## src/rtl/seq_detect_param_pkg.sv

```systemverilog
// seq_detect_pkg: shared constants and elaboration-time helpers for the
// parametrised serial sequence detector.
//   pattern_t   - pattern container, sized for the longest legal pattern
//   state_width - bits needed to encode states S_0..S_LEN
//   kmp_next    - next matched-prefix length for one received bit
package seq_detect_pkg;

  localparam int LEN_MIN   = 1;
  localparam int LEN_MAX   = 16;
  localparam int CNT_W_MIN = 2;
  localparam int CNT_W_MAX = 32;

  typedef logic [LEN_MAX-1:0] pattern_t;

  function automatic int state_width(input int len);
    return $clog2(len + 1);
  endfunction

  // Longest pattern prefix that is a suffix of (matched prefix of length k, b).
  // From the full-match state without overlap the history is discarded first.
  // The received string is held oldest-first in str[0..n-1].
  function automatic int kmp_next(input pattern_t pattern, input int len,
                                  input int k, input logic b, input bit overlap);
    int       kk;
    int       n;
    int       res;
    bit       ok;
    bit       found;
    logic [LEN_MAX:0] str;
    kk = (k > len) ? len : k;
    if (kk == len && !overlap) kk = 0;
    str = '0;
    for (int i = 0; i < LEN_MAX; i++) begin
      if (i < kk) str[i] = pattern[len-1-i];
    end
    str[kk] = b;
    n     = kk + 1;
    res   = 0;
    found = 1'b0;
    for (int m = LEN_MAX; m > 0; m--) begin
      if (!found && m <= n && m <= len) begin
        ok = 1'b1;
        for (int j = 0; j < LEN_MAX; j++) begin
          if (j < m && str[n-m+j] != pattern[len-1-j]) ok = 1'b0;
        end
        if (ok) begin
          res   = m;
          found = 1'b1;
        end
      end
    end
    return res;
  endfunction

endpackage

```

## src/rtl/seq_detect_param_if.sv

```systemverilog
// seq_detect_param_if: serial stream in, detect status out.
//   en, clr, din           - stream qualifier, sync clear, data bit (master drives)
//   dout, match_cnt, cnt_sat - detect flag, saturating match count, saturation flag
interface seq_detect_param_if #(
  parameter int CNT_W = 8
);
  logic             en;
  logic             clr;
  logic             din;
  logic             dout;
  logic [CNT_W-1:0] match_cnt;
  logic             cnt_sat;

  modport master (output en, clr, din, input dout, match_cnt, cnt_sat);
  modport slave  (input en, clr, din, output dout, match_cnt, cnt_sat);
endinterface

```

## src/rtl/seq_detect_param_sat_counter.sv

```systemverilog
// sat_counter: up-counter that sticks at all ones.
//   clk, rst - clock, async active-high reset
//   clr      - synchronous clear, wins over inc
//   inc      - add one unless saturated
//   cnt, sat - count value, high when count is all ones
module sat_counter #(
  parameter int W = 8
) (
  input  logic         clk,
  input  logic         rst,
  input  logic         clr,
  input  logic         inc,
  output logic [W-1:0] cnt,
  output logic         sat
);

  logic [W-1:0] cnt_q;
  logic [W-1:0] cnt_d;
  logic         full;

  assign full = &cnt_q;

  always_comb begin
    cnt_d = cnt_q;
    if (clr)              cnt_d = '0;
    else if (inc && !full) cnt_d = cnt_q + W'(1);
  end

  always_ff @(posedge clk or posedge rst) begin
    if (rst) cnt_q <= '0;
    else     cnt_q <= cnt_d;
  end

  assign cnt = cnt_q;
  assign sat = full;

endmodule

```

## src/rtl/seq_detect_param.sv

```systemverilog
// seq_detect_param: Moore detector for a LEN-bit serial pattern (MSB first)
// with a saturating match counter.
//   clk, rst - clock, async active-high reset
//   bus      - slave side: en/clr/din in, dout/match_cnt/cnt_sat out
//
// state     | meaning
// S_0       | no pattern prefix matched
// S_k       | last k accepted bits equal the first k pattern bits (k maximal)
// S_LEN     | full pattern matched, dout high
module seq_detect_param
  import seq_detect_pkg::*;
#(
  parameter int             LEN     = 3,
  parameter logic [LEN-1:0] PATTERN = 3'b010,
  parameter bit             OVERLAP = 1'b1,
  parameter int             CNT_W   = 8
) (
  input  logic              clk,
  input  logic              rst,
  seq_detect_param_if.slave bus
);

  localparam int SW = state_width(LEN);
  localparam int NS = 2 ** SW;

  if (LEN < LEN_MIN || LEN > LEN_MAX) begin : g_bad_len
    $error("seq_detect_param: LEN must be in 1..16");
  end
  if (CNT_W < CNT_W_MIN || CNT_W > CNT_W_MAX) begin : g_bad_cnt_w
    $error("seq_detect_param: CNT_W must be in 2..32");
  end

  // Constant next-state table, one row per encodable state; unreachable rows
  // point back to S_0.
  logic [SW-1:0] nxt_tbl [NS][2];

  for (genvar k = 0; k < NS; k++) begin : g_row
    for (genvar b = 0; b < 2; b++) begin : g_col
      localparam int NXT = (k <= LEN) ?
        kmp_next(LEN_MAX'(PATTERN), LEN, k, 1'(b), OVERLAP) : 0;
      assign nxt_tbl[k][b] = SW'(NXT);
    end
  end

  logic [SW-1:0] state_q;
  logic [SW-1:0] state_d;
  logic          hit;
  logic          dout;

  always_ff @(posedge clk or posedge rst) begin
    if (rst) state_q <= '0;
    else     state_q <= state_d;
  end

  always_comb begin
    state_d = state_q;
    hit     = 1'b0;
    if (bus.clr) begin
      state_d = '0;
    end else if (bus.en) begin
      state_d = nxt_tbl[state_q][bus.din];
      hit     = (state_d == SW'(LEN));
    end
  end

  always_comb begin
    dout = (state_q == SW'(LEN));
  end

  assign bus.dout = dout;

  sat_counter #(.W(CNT_W)) u_cnt (
    .clk (clk),
    .rst (rst),
    .clr (bus.clr),
    .inc (hit),
    .cnt (bus.match_cnt),
    .sat (bus.cnt_sat)
  );

endmodule

```

## src/flat_wrapper.sv

```systemverilog
// flat-port wrapper written by rule: the top's interface ports become plain ports
module seq_detect_param_flat import seq_detect_pkg::*;
#(
  parameter int             LEN     = 3,
  parameter logic [LEN-1:0] PATTERN = 3'b010,
  parameter bit             OVERLAP = 1'b1,
  parameter int             CNT_W   = 8
)
  (clk, rst, bus_en, bus_clr, bus_din, bus_dout, bus_match_cnt, bus_cnt_sat);
  seq_detect_param_if #(.CNT_W(CNT_W)) bus_i ();
  input  logic clk;
  input  logic rst;
  input wire logic [$bits(bus_i.en)-1:0] bus_en;
  input wire logic [$bits(bus_i.clr)-1:0] bus_clr;
  input wire logic [$bits(bus_i.din)-1:0] bus_din;
  output wire logic [$bits(bus_i.dout)-1:0] bus_dout;
  output wire logic [$bits(bus_i.match_cnt)-1:0] bus_match_cnt;
  output wire logic [$bits(bus_i.cnt_sat)-1:0] bus_cnt_sat;
  assign bus_i.en = bus_en;
  assign bus_i.clr = bus_clr;
  assign bus_i.din = bus_din;
  assign bus_dout = bus_i.dout;
  assign bus_match_cnt = bus_i.match_cnt;
  assign bus_cnt_sat = bus_i.cnt_sat;
  seq_detect_param #(.LEN(LEN), .PATTERN(PATTERN), .OVERLAP(OVERLAP), .CNT_W(CNT_W)) u_core (.clk(clk), .rst(rst), .bus(bus_i));
endmodule
```

## config.mk

```make
export PLATFORM = sky130hd
export DESIGN_NAME = seq_detect_param_flat
export DESIGN_NICKNAME = d
export VERILOG_FILES = /design/src/rtl/seq_detect_param_pkg.sv /design/src/rtl/seq_detect_param_if.sv /design/src/rtl/seq_detect_param_sat_counter.sv /design/src/rtl/seq_detect_param.sv /design/src/flat_wrapper.sv
export SDC_FILE = /design/constraint.sdc
export NUM_CORES = 1
export LEC_CHECK = 0
export ABC_AREA = 0
export CORE_UTILIZATION = 35
export DETAILED_ROUTE_END_ITERATION = 16
export SLEW_MARGIN = 10
export SYNTH_ARGS = -nofsm -noshare
export SYNTH_HDL_FRONTEND = slang
export SYNTH_HIERARCHICAL = 1
export SYNTH_SLANG_ARGS = --single-unit
```

## constraint.sdc

```tcl
create_clock -name clk -period 3.85 [get_ports clk]
set_clock_uncertainty 0.1 [all_clocks]
set_input_delay 1.155 -clock clk [delete_from_list [all_inputs] [get_ports clk]]
set_output_delay 1.155 -clock clk [all_outputs]
set_load 0.05 [all_outputs]
```

# Yosys cells after proc, flatten, opt, wreduce, memory -nomap -nowiden
# Cells that the tools add are included.
# totals
in_bits	5
regBits	10
elab_cells	26
output_inout_bits	10
# op_classes
n_mux	12
reduce_logical	5
add_sub_neg	1
n_lt_le_gt_ge	2
n_eq_ne	2
n_bitwise	2
# ops
operator	count
$mux W8	2
$mux W2	5
$add A8 B1 Y8 const B	1
$bmux W4 S2	1
$mux W4	2
$reduce_and A8 Y1	1
$eq A2 B2 Y1 const B	2
$reduce_bool A2 Y1	2
$ge A3 B3 Y1 const B	1
$not A2 Y3	1
$ge A2 B2 Y1 const B	1
$mux W1	2
$not A1 Y2	1
$logic_and A1 B1 Y1	1
$logic_not A1 Y1	1

# Depth between registers and ports, before layout
# Gate-level depths: netlist of the first run.
# depth
ltp_word	13
mapped_depth	5
mapped_depth_nobuf	5

# By module
# Netlist of the first run, hierarchy kept.
# modules_own_cells
module	n_inst	area_each_um2	cells_per_inst	seq_area_each_um2
sat_counter	1	471.7	46	200.2
seq_detect_param	1	121.4	11	50.0

# Worst setup path after synthesis of the first run
# Ideal clock, no wire load.
# synth_path
path_type	flip-flop to output port
start	register u_core.u_cnt.cnt_q[0], in the netlist u_core/u_cnt/cnt[0]
end	output bus_cnt_sat
stages_incl_launch_ff	4
path_buffers	0
arrival_ps	1849
path_slack_ps	746
t_required_ps	2595
path_cell_list	dfrtp_1 -> ha_1 -> nand3_1 -> nor2_1
# synth_via
elab_chain_len	1
# synth_rtl
element	line_no	rtl
from (decl)	seq_detect_param_sat_counter.sv:17	logic [W-1:0] cnt_q;
from (signal assigned)	seq_detect_param_sat_counter.sv:31	else cnt_q <= cnt_d;
$reduce_and A8 Y1	seq_detect_param_sat_counter.sv:21	assign full = &cnt_q;
to (decl)	flat_wrapper.sv:18	output wire logic [$bits(bus_i.cnt_sat)-1:0] bus_cnt_sat;
# Every way passes these cells.

# Final worst setup path of the first run
# Ends and elaborated chain as after synthesis.

==> impl_metrics.json, run 1 <==
{
  "outcome": "completed",
  "grt_pass1_vias": 443,
  "worst_pin_slew_ns": 0.584,
  "num_rows": 14,
  "finalCriticalPeriod_ns": 3.38,
  "ys_types": 26,
  "fin_crit_sh_pct": 87.7,
  "nets": 82,
  "portBuffers": 14,
  "fin_area_um2": 793,
  "setup_tns_ns": 0,
  "vdd_drop_max_mv": 0.153,
  "dp_hpwl_um": 899,
  "cts.sink_count": 10,
  "core_um2": 1540,
  "hold_viol": 0,
  "cts_inserted_buffers": 3,
  "vias_per_cell": 5.58,
  "root_buffer": "clkbuf_4",
  "cts_hold_buf": 0,
  "ys_seq_elements": 10,
  "initial_core_util_pct": 38.5,
  "drv_cap": 0,
  "place_congestion": 0.816,
  "endpoint_kind": "primary output",
  "vias": 508,
  "area_growth_pct": 33.8,
  "yosysWarningCount": 6,
  "cp_max_fo": 7,
  "yosysSeqAreaShare_pct": 42.2,
  "n_fill_cell": 149,
  "grt_max_degree": 14,
  "ant_nets": 0,
  "place_area_um2": 757,
  "fmax_ghz": 0.296,
  "crit_type": "reg -> out",
  "drt_iter0_drc": 10,
  "wirelength_um": 1250,
  "grt_setup_unrepaired": "no",
  "power_density_nw_per_um2": 274,
  "slew_headroom_pct": 61.0,
  "die-area_um2": 1860,
  "p_leak_uw": 0.000328,
  "cp_slowest_stage_delay_ns": 0.81,
  "syn-cell-area_um2": 593,
  "dieHeight_um": 43.2,
  "cts_tree": "yes",
  "arrival_ns": 2.12,
  "antenna_found_initial": 0,
  "drc": 0,
  "io_pins": 15,
  "cts_setup_buffers": 0,
  "post_cts_resize_count": 0,
  "antennaDiodeCount": 0,
  "die_x_um": 43.2,
  "crit_path_start_kind": "register",
  "grt_pass1_wl_um": 2100,
  "min_path_type": "reg -> reg",
  "setup_viol": 0,
  "wire_per_inst_um": 13.7,
  "grt_util_all_layers_pct": 15.7,
  "drv_slew": 0,
  "syn-instance-count": 57,
  "drive_gt1_share_pct": 16.0,
  "grt_overflow": 0,
  "synth_nets": 63,
  "clockBufferDepth": 2,
  "path_clk_slew_ns": 0.07,
  "worst_slack_ns": 0.472,
  "clock_latency_ns": 0.26,
  "h-tree-depth": 1,
  "cp_cell_sequence": "ha_1 > nand3_1 > nor2_1 > clkdlybuf4s50_1",
  "detailedPlace.worstSlack_ns": 0.574,
  "power_uw": 217,
  "cp_data_required_time_ns": 2.59,
  "critical-path-slowest-cell": "clkdlybuf4s50_1",
  "syn_area_per_cell_um2": 10.4,
  "drt_pre_antenna_iters": 4
}
## synth_stat cells
library cell	instances	area share (%)
nand2b_4	1	2.3
nand3_1	2	1.7
and4_1	1	1.5
ha_1	1	2.1
a31oi_1	1	1.1
mux2_4	2	5.1
inv_1	2	1.3
dfrtp_1	10	42
and4_4	1	1.9
and3_1	2	2.1
nand4_2	1	2.1
nor3_1	4	3.4
a211oi_1	4	5.1
a21oi_1	6	5.1
nor2b_1	2	2.1
nor2_1	4	2.5
o21a_1	2	2.5
a31oi_4	1	3.6
mux2i_1	1	1.7
nand2b_1	2	2.1
nand4_1	2	2.1
clkbuf_1	1	0.63
nand4b_1	1	1.5
and2_1	1	1.1
o21ai_1	1	0.84
nor4b_2	1	2.5
## sequential cells by signal, summed over array words and instances, names as in the netlist
register          count
u_core/u_cnt/cnt      8
u_core/state_q        2
## worst paths after layout
path	cells past startpoint	to	from	slack [ns]
worst max-delay path	4	bus_cnt_sat	u_core/u_cnt/cnt[0]$_DFFE_PP0P_	0.47
min in group asynchronous	2	u_core/state_q[0]$_DFFE_PP0P_	rst	0.97
worst min-delay path	2	u_core/state_q[1]$_DFFE_PP0P_	u_core/state_q[1]$_DFFE_PP0P_	0.49
worst min register to register	2	u_core/state_q[1]$_DFFE_PP0P_	u_core/state_q[1]$_DFFE_PP0P_	0.49
max in group asynchronous	2	u_core/u_cnt/cnt[4]$_DFFE_PP0P_	rst	2.34
worst max register to register	4	u_core/u_cnt/cnt[3]$_DFFE_PP0P_	u_core/state_q[0]$_DFFE_PP0P_	1.83
## metal layers
layer / GRT usage [%] / wire [um]
met2: 22.4 / 546
met4: 9.09 / 14
met3: 3.83 / 41
met5: 0 / 0
met1: 21.2 / 648
## cells in the final DEF, fill, tap and decap left out
master and instances:
and4_4 1, nor4b_2 1, dfrtp_1 10, nand2b_4 1
a211oi_1 4, clkbuf_8 1, and3_1 2, o21ai_1 1
nand2b_1 2, nor2_1 4, and2_1 1, clkbuf_4 3
buf_4 1, nor3_1 4, clkdlybuf4s50_1 14, nand4b_1 1
nand4_2 1, mux2_4 2, and4_1 1, nor2b_1 2
nand3_1 2, a31oi_4 1, ha_1 1, mux2i_1 1
o21a_1 2, inv_1 2, a21oi_1 6, nand4_1 2
a31oi_1 1
## final cells by class
class | instances | area [um2] | share of cell area (%)
clock buffers | 4 | 36.3 | 4.57
inverters | 2 | 7.51 | 0.946
multi-input cells | 44 | 332 | 41.8
flip-flops and latches | 10 | 250 | 31.5
well taps | 16 | 20.0 | 2.52
repair buffers | 15 | 148 | 18.6
## cell families (layout without fill, tap and decap cells)
logic type | Yosys count | count (layout) | synth area share (%)
buf+inv | 3 | 21 | 1.90
fa+ha+maj | 1 | 1 | 2.11
simple gates | 25 | 25 | 28.9
flops | 10 | 10 | 42.2
mux | 3 | 3 | 6.75
compound gates | 15 | 15 | 18.1
## worst max-delay path, delay by kind of cell, from the launching register on
family        cells  cell delay [ns]
flops             1             0.43
simple gates      2             0.26
fa+ha+maj         1             0.35
buf+inv           1             0.81
## stage by stage
stage / hold slack [ns] / instances / util, %
floorplan: 0.447 / 57 / -
global placement: 0.482 / 87 / 49.1
detailed placement: 0.481 / 87 / 49.1
CTS: 0.491 / 91 / 51.5
global route: 0.530 / 91 / 51.5
finish: 0.488 / 91 / 51.5
## power breakdown
| part | internal (uW) | total (uW) | switching, uW |
|---|---|---|---|
| logic | 7.44 | 14.9 | 7.42 |
| registers | 106 | 107 | 1.41 |
| clock network | 57.4 | 95.1 | 37.8 |
| total | 171 | 217 | 46.6 |
Note: power is estimated with default switching activity, not from simulation.
==> run 2, diff against run 1 <==
--- a/config.mk
+++ b/config.mk
@@ -5,9 +5,11 @@
 export SDC_FILE = /design/constraint.sdc
 export NUM_CORES = 1
 export LEC_CHECK = 0
-export ABC_AREA = 0
+export ABC_AREA = 1
 export CORE_UTILIZATION = 35
+export CTS_CLUSTER_DIAMETER = 120
 export DETAILED_ROUTE_END_ITERATION = 16
+export SKIP_CTS_REPAIR_TIMING = 1
 export SLEW_MARGIN = 10
 export SYNTH_ARGS = -nofsm -noshare
 export SYNTH_HDL_FRONTEND = slang
==> run 2 against run 1 <==
- the run now ends with DRC left
- die area up 3.6%
- count of clock-buffer cells in the layout stayed put
- critical path depth up 2
- sequential power about the same
- worst hold slack worse by 0.054 ns
- via count up 12%
- synthesized cell count rose by 49%
- sequential share of layout area fell by 0.73 points
- critical endpoint unchanged
- largest power group unchanged
==> impl_metrics.json, run 2 <==
{
  "outcome": "finished, violations left",
  "violations": "DRC",
  "io_pins": 15,
  "fmax_ghz": 0.307,
  "grt_pass1_vias": 521,
  "yosys-top-cells-count": "nand2_1, inv_1, dfrtp_1",
  "syn-instance-count": 85,
  "worst_pin_slew_ns": 0.505,
  "crit_type": "reg -> out",
  "clock_latency_ns": 0.27,
  "synth_edf_count": 0,
  "die_x_um": 43.9,
  "cp_slowest_stage_delay_ns": 0.79,
  "arrival_ns": 2.01,
  "syn_area_per_cell_um2": 7.24,
  "timing.critical_path.mode_cell": "nand2_2",
  "root_buffer": "clkbuf_4",
  "drt_pre_antenna_iters": 10,
  "drive_gt1_share_pct": 12.6,
  "power_density_nw_per_um2": 273,
  "vias_per_cell": 4.79,
  "synth_nets": 91,
  "grt_pass1_wl_um": 2260,
  "power_uw": 222,
  "endpoint_kind": "primary output",
  "ys_seq_elements": 10,
  "final_cell_mix": "nand2_1, clkdlybuf4s50_1, inv_1",
  "antenna_found_initial": 0,
  "cts.sink_count": 10,
  "vias": 570,
  "h-tree-depth": 1,
  "drc": 1,
  "nets": 110,
  "finalCriticalPeriod_ns": 3.26,
  "grt_max_degree": 9,
  "worst_slack_ns": 0.589,
  "drv_cap": 0,
  "yosysMostFrequentCell": "nand2_1",
  "wire_per_inst_um": 11.0,
  "hold_viol": 0,
  "yosysSeqAreaShare_pct": 40.7,
  "path_clk_slew_ns": 0.07,
  "ys_types": 20,
  "slew_headroom_pct": 66.2,
  "dp_hpwl_um": 1010,
  "largest_reg_flops": 8,
  "place_congestion": 0.790,
  "synth_flop_cell": "dfrtp_1",
  "layout_commonest_cell": "nand2_1",
  "critical_path.top_delay_family": "buffers and inverters",
  "num_rows": 14,
  "detailedPlace.worstSlack_ns": 0.881,
  "synthArstFlopShare_pct": 100,
  "area_growth_pct": 31.9,
  "initial_core_util_pct": 39.0,
  "dp_cells": 115,
  "synth_largest_area_cell": "dfrtp_1",
  "min_path_type": "reg -> reg",
  "p_leak_uw": 0.000391,
  "clockBufferDepth": 2,
  "core_um2": 1580,
  "synth_top_area_share_pct": 40.7,
  "portBuffers": 14,
  "final_cells": 119,
  "vdd_drop_max_mv": 0.154,
  "cp_max_fo": 5,
  "wirelength_um": 1310,
  "cts_inserted_buffers": 3,
  "grt_overflow": 0,
  "syn-cell-area_um2": 616,
  "path_buf_inv": 2,
  "cp_cell_sequence": "ha_1 > nand2_2 > nor2_4 > nand2_2 > inv_1 > clkdlybuf4s50_1",
  "setup_viol": 0,
  "die-area_um2": 1930,
  "critical-path-slowest-cell": "clkdlybuf4s50_1",
  "antennaDiodeCount": 0,
  "drv_slew": 0,
  "cts_tree": "yes",
  "netlist_top_cells_area": "dfrtp_1, nand2_1, inv_1, a21oi_1, nand3_1",
  "cp_data_required_time_ns": 2.59,
  "grt_setup_unrepaired": "no",
  "crit_path_start_kind": "register",
  "drt_iter0_drc": 22,
  "fin_crit_sh_pct": 84.7,
  "yosysWarningCount": 6,
  "grt_util_all_layers_pct": 16.4,
  "dieHeight_um": 43.9,
  "setup_tns_ns": 0,
  "holdWs_ns": 0.434,
  "ant_nets": 0
}
[run 2: logic make-up after synthesis]
group	Yosys count	synth area share (%)
compound gates	14	12.0
xor+xnor	1	1.42
fa+ha+maj	1	2.03
buf+inv	17	10.6
simple gates	42	33.3
flops	10	40.7
[run 2: per-stage QoR]
step	util, %	instance area, um2
3_5_place_dp	49.2	776
5_1_grt	51.5	812
2_1_floorplan	-	616
4_1_cts	51.5	812
6_report	51.5	812
3_3_place_gp	49.2	776
[run 2: area by class of cell]
| type | instances | area [um2] |
|---|---|---|
| repair buffers | 14 | 140 |
| multi-input cells | 58 | 300 |
| flip-flops and latches | 10 | 250 |
| fillers | 169 | 764 |
| inverters | 17 | 65.1 |
| well taps | 16 | 20.0 |
| clock buffers | 4 | 36.3 |
[run 2: worst register-to-register path, delay by kind of cell, from the launching register on]
kind	cells	cell delay, ns
AO/OA/AOI/OAI	1	0.33
flip-flops	1	0.42
AND/OR/NAND/NOR	4	0.43
adder cells (fa/ha/maj)	1	0.24
[run 2: layer usage]
layer | track usage (%) | vias to the layer above | share of wire [%]
met2 | 24.5 | 19 | 46
met4 | 9.09 | 0 | 0.76
met3 | 4.17 | 2 | 5.0
met1 | 21.6 | 247 | 48
met5 | 0 | - | 0
li1 | - | 302 | -
[run 2: worst paths after layout]
| path | startpoint | cells past startpoint | to | slack [ns] |
|---|---|---|---|---|
| min reg2reg | u_core/u_cnt/cnt[5]$_DFFE_PP0P_ | 2 | u_core/u_cnt/cnt[5]$_DFFE_PP0P_ | 0.43 |
| max reg2reg | u_core/u_cnt/cnt[0]$_DFFE_PP0P_ | 6 | u_core/u_cnt/cnt[7]$_DFFE_PP0P_ | 2.27 |
| max | u_core/u_cnt/cnt[1]$_DFFE_PP0P_ | 6 | bus_cnt_sat | 0.59 |
| min | u_core/u_cnt/cnt[5]$_DFFE_PP0P_ | 2 | u_core/u_cnt/cnt[5]$_DFFE_PP0P_ | 0.43 |
| min in group asynchronous | rst | 2 | u_core/state_q[1]$_DFFE_PP0P_ | 0.97 |
| max in group asynchronous | rst | 2 | u_core/u_cnt/cnt[3]$_DFFE_PP0P_ | 2.33 |
[run 2: where the power goes]
| part | internal (uW) | switching [uW] | total, uW |
|---|---|---|---|
| Sequential | 106 | 1.34 | 108 |
| Combinational | 7.51 | 12.0 | 19.5 |
| Clock | 57.4 | 36.9 | 94.3 |
==> RTL change (settings of run 2) <==
`LEN` is set to 3 in 2 places; all go to 2.
--- a/src/rtl/seq_detect_param.sv
+++ b/src/rtl/seq_detect_param.sv
@@ -10,7 +10,7 @@
 module seq_detect_param
   import seq_detect_pkg::*;
 #(
-  parameter int             LEN     = 3,
+  parameter int             LEN     = 2,
   parameter logic [LEN-1:0] PATTERN = 3'b010,
   parameter bit             OVERLAP = 1'b1,
   parameter int             CNT_W   = 8
--- a/src/flat_wrapper.sv
+++ b/src/flat_wrapper.sv
@@ -1,7 +1,7 @@
 // flat-port wrapper written by rule: the top's interface ports become plain ports
 module seq_detect_param_flat import seq_detect_pkg::*;
 #(
-  parameter int             LEN     = 3,
+  parameter int             LEN     = 2,
   parameter logic [LEN-1:0] PATTERN = 3'b010,
   parameter bit             OVERLAP = 1'b1,
   parameter int             CNT_W   = 8
Function: changed (Yosys sat finds a counterexample within 4 cycles, from zero or initial values and one cycle with rst high).
==> RTL change against run 2 <==
- utilization down 0.95 points
- combinational power shrank 5%
- wire length decreased by 2.4%
- first-iteration DRC count is 55% lower
- synthesized cell count is 2.4% higher
- area after synthesis shrank 0.20%
- global-route usage is 0.42 points higher
- sequential cell count unchanged
- cell area down 1.8%
- maximum frequency rose by 0.12%
- power down 12%
- die area shrank 0.20%
- worst hold slack got worse by 0.012 ns
- setup slack improved by 0.0038 ns
==> RTL change: results <==
[logic_synthesis]
synthTopCellsByCount = nand2_1 (23), inv_1 (16), dfrtp_1 (10)
synthCells = 87
syn_nets = 93
ys_warn_count = 6
yosys-top-cells-area = dfrtp_1 (41%), nand2_1 (14%), inv_1 (9.8%), nor2_1 (5.5%), nand3_1 (4.9%)
yosysSeqAreaShare_pct = 40.7
synth.distinct_cells = 18

[grt]
grt_first_pass_wirelength_um = 2280
grt_pass1_vias = 524
globalRouteTotalUtil_pct = 16.8
antenna_found_initial = 0

[detailed_routing]
firstDrtPassIters = 6
vias_per_cell = 4.69

[final_layout]
fillCellCount = 152
layout.cells.non_filler = 120
area_growth_pct = 29.7
multi_input_area_um2 = 299
multi_input_cells = 60
seq-cell-share_pct = 31.4
clock_area_share_pct = 2.83
non_clock_buffer_area_share_pct = 17.6
n_clock_buffer = 3
drive_above_1_share_pct = 11.5
flops_and_latches = 10

[power_and_ir_drop]
irDropWorstVdd_mv = 0.233
p_leak_nw = 0.396

[place]
gp_congestion = 0.789
place_area_um2 = 774
dpl.hpwl_um = 1010
post-place-ws_ns = 0.860

[status]
status = finished, final reports clean

[clocking]
path_clk_slew_ns = 0.06

[timing]
worst_pin_slew_ns = 0.499

[critical_path]
reg2reg_depth = 7
worstPathArrival_ns = 2.00
## RTL change: worst paths after layout
| kind | startpoint | end | slack [ns] |
|---|---|---|---|
| setup / recovery | u_core/u_cnt/cnt[1] | bus_cnt_sat | 0.59 |
| hold reg to reg | u_core/u_cnt/cnt[5] | u_core/u_cnt/cnt[5] | 0.42 |
| min in group asynchronous | rst | u_core/state_q[1] | 0.96 |
| max in group asynchronous | rst | u_core/u_cnt/cnt[1] | 2.35 |
| hold / removal | u_core/u_cnt/cnt[5] | u_core/u_cnt/cnt[5] | 0.42 |
| setup reg to reg | u_core/state_q[1] | u_core/u_cnt/cnt[0] | 2.28 |
## RTL change: cell families (layout without fill, tap and decap cells)
group                    count (synthesis)  count (layout)  share of synthesized area (%)
AO/OA/AOI/OAI                           10              10                           8.35
XOR/XNOR                                 1               1                           1.43
adder cells (fa/ha/maj)                  1               1                           2.04
buffers and inverters                   17              34                           10.6
flip-flops                              10              10                           40.7
AND/OR/NAND/NOR                         48              48                           36.9
## RTL change: power by group through the flow
stage | sequential (mW) | combinational, mW | clock, mW
after global routing | 0.107 | 0.0210 | 0.0797
after CTS | 0.107 | 0.0190 | 0.0733
after global placement | 0.109 | 0.0187 | 0
after detailed placement | 0.109 | 0.0190 | 0
after floorplan | 0.109 | 0.00933 | 0
final | 0.107 | 0.0185 | 0.0685
## RTL change: critical path: cells and delay by family (launching register included)
kind / cells / cell delay, ns
buffers and inverters: 2 / 0.84
DFF: 1 / 0.41
and+or+nand+nor: 3 / 0.29
adders and majority gates: 1 / 0.20
## RTL change: layer usage
layer	vias to the layer above	share of wire, %	global-route usage [%]
li1	304	-	-
met1	246	51	22.5
met2	11	44	24.2
met3	2	4.5	7.50
met4	0	0.78	5.45
met5	-	0	0
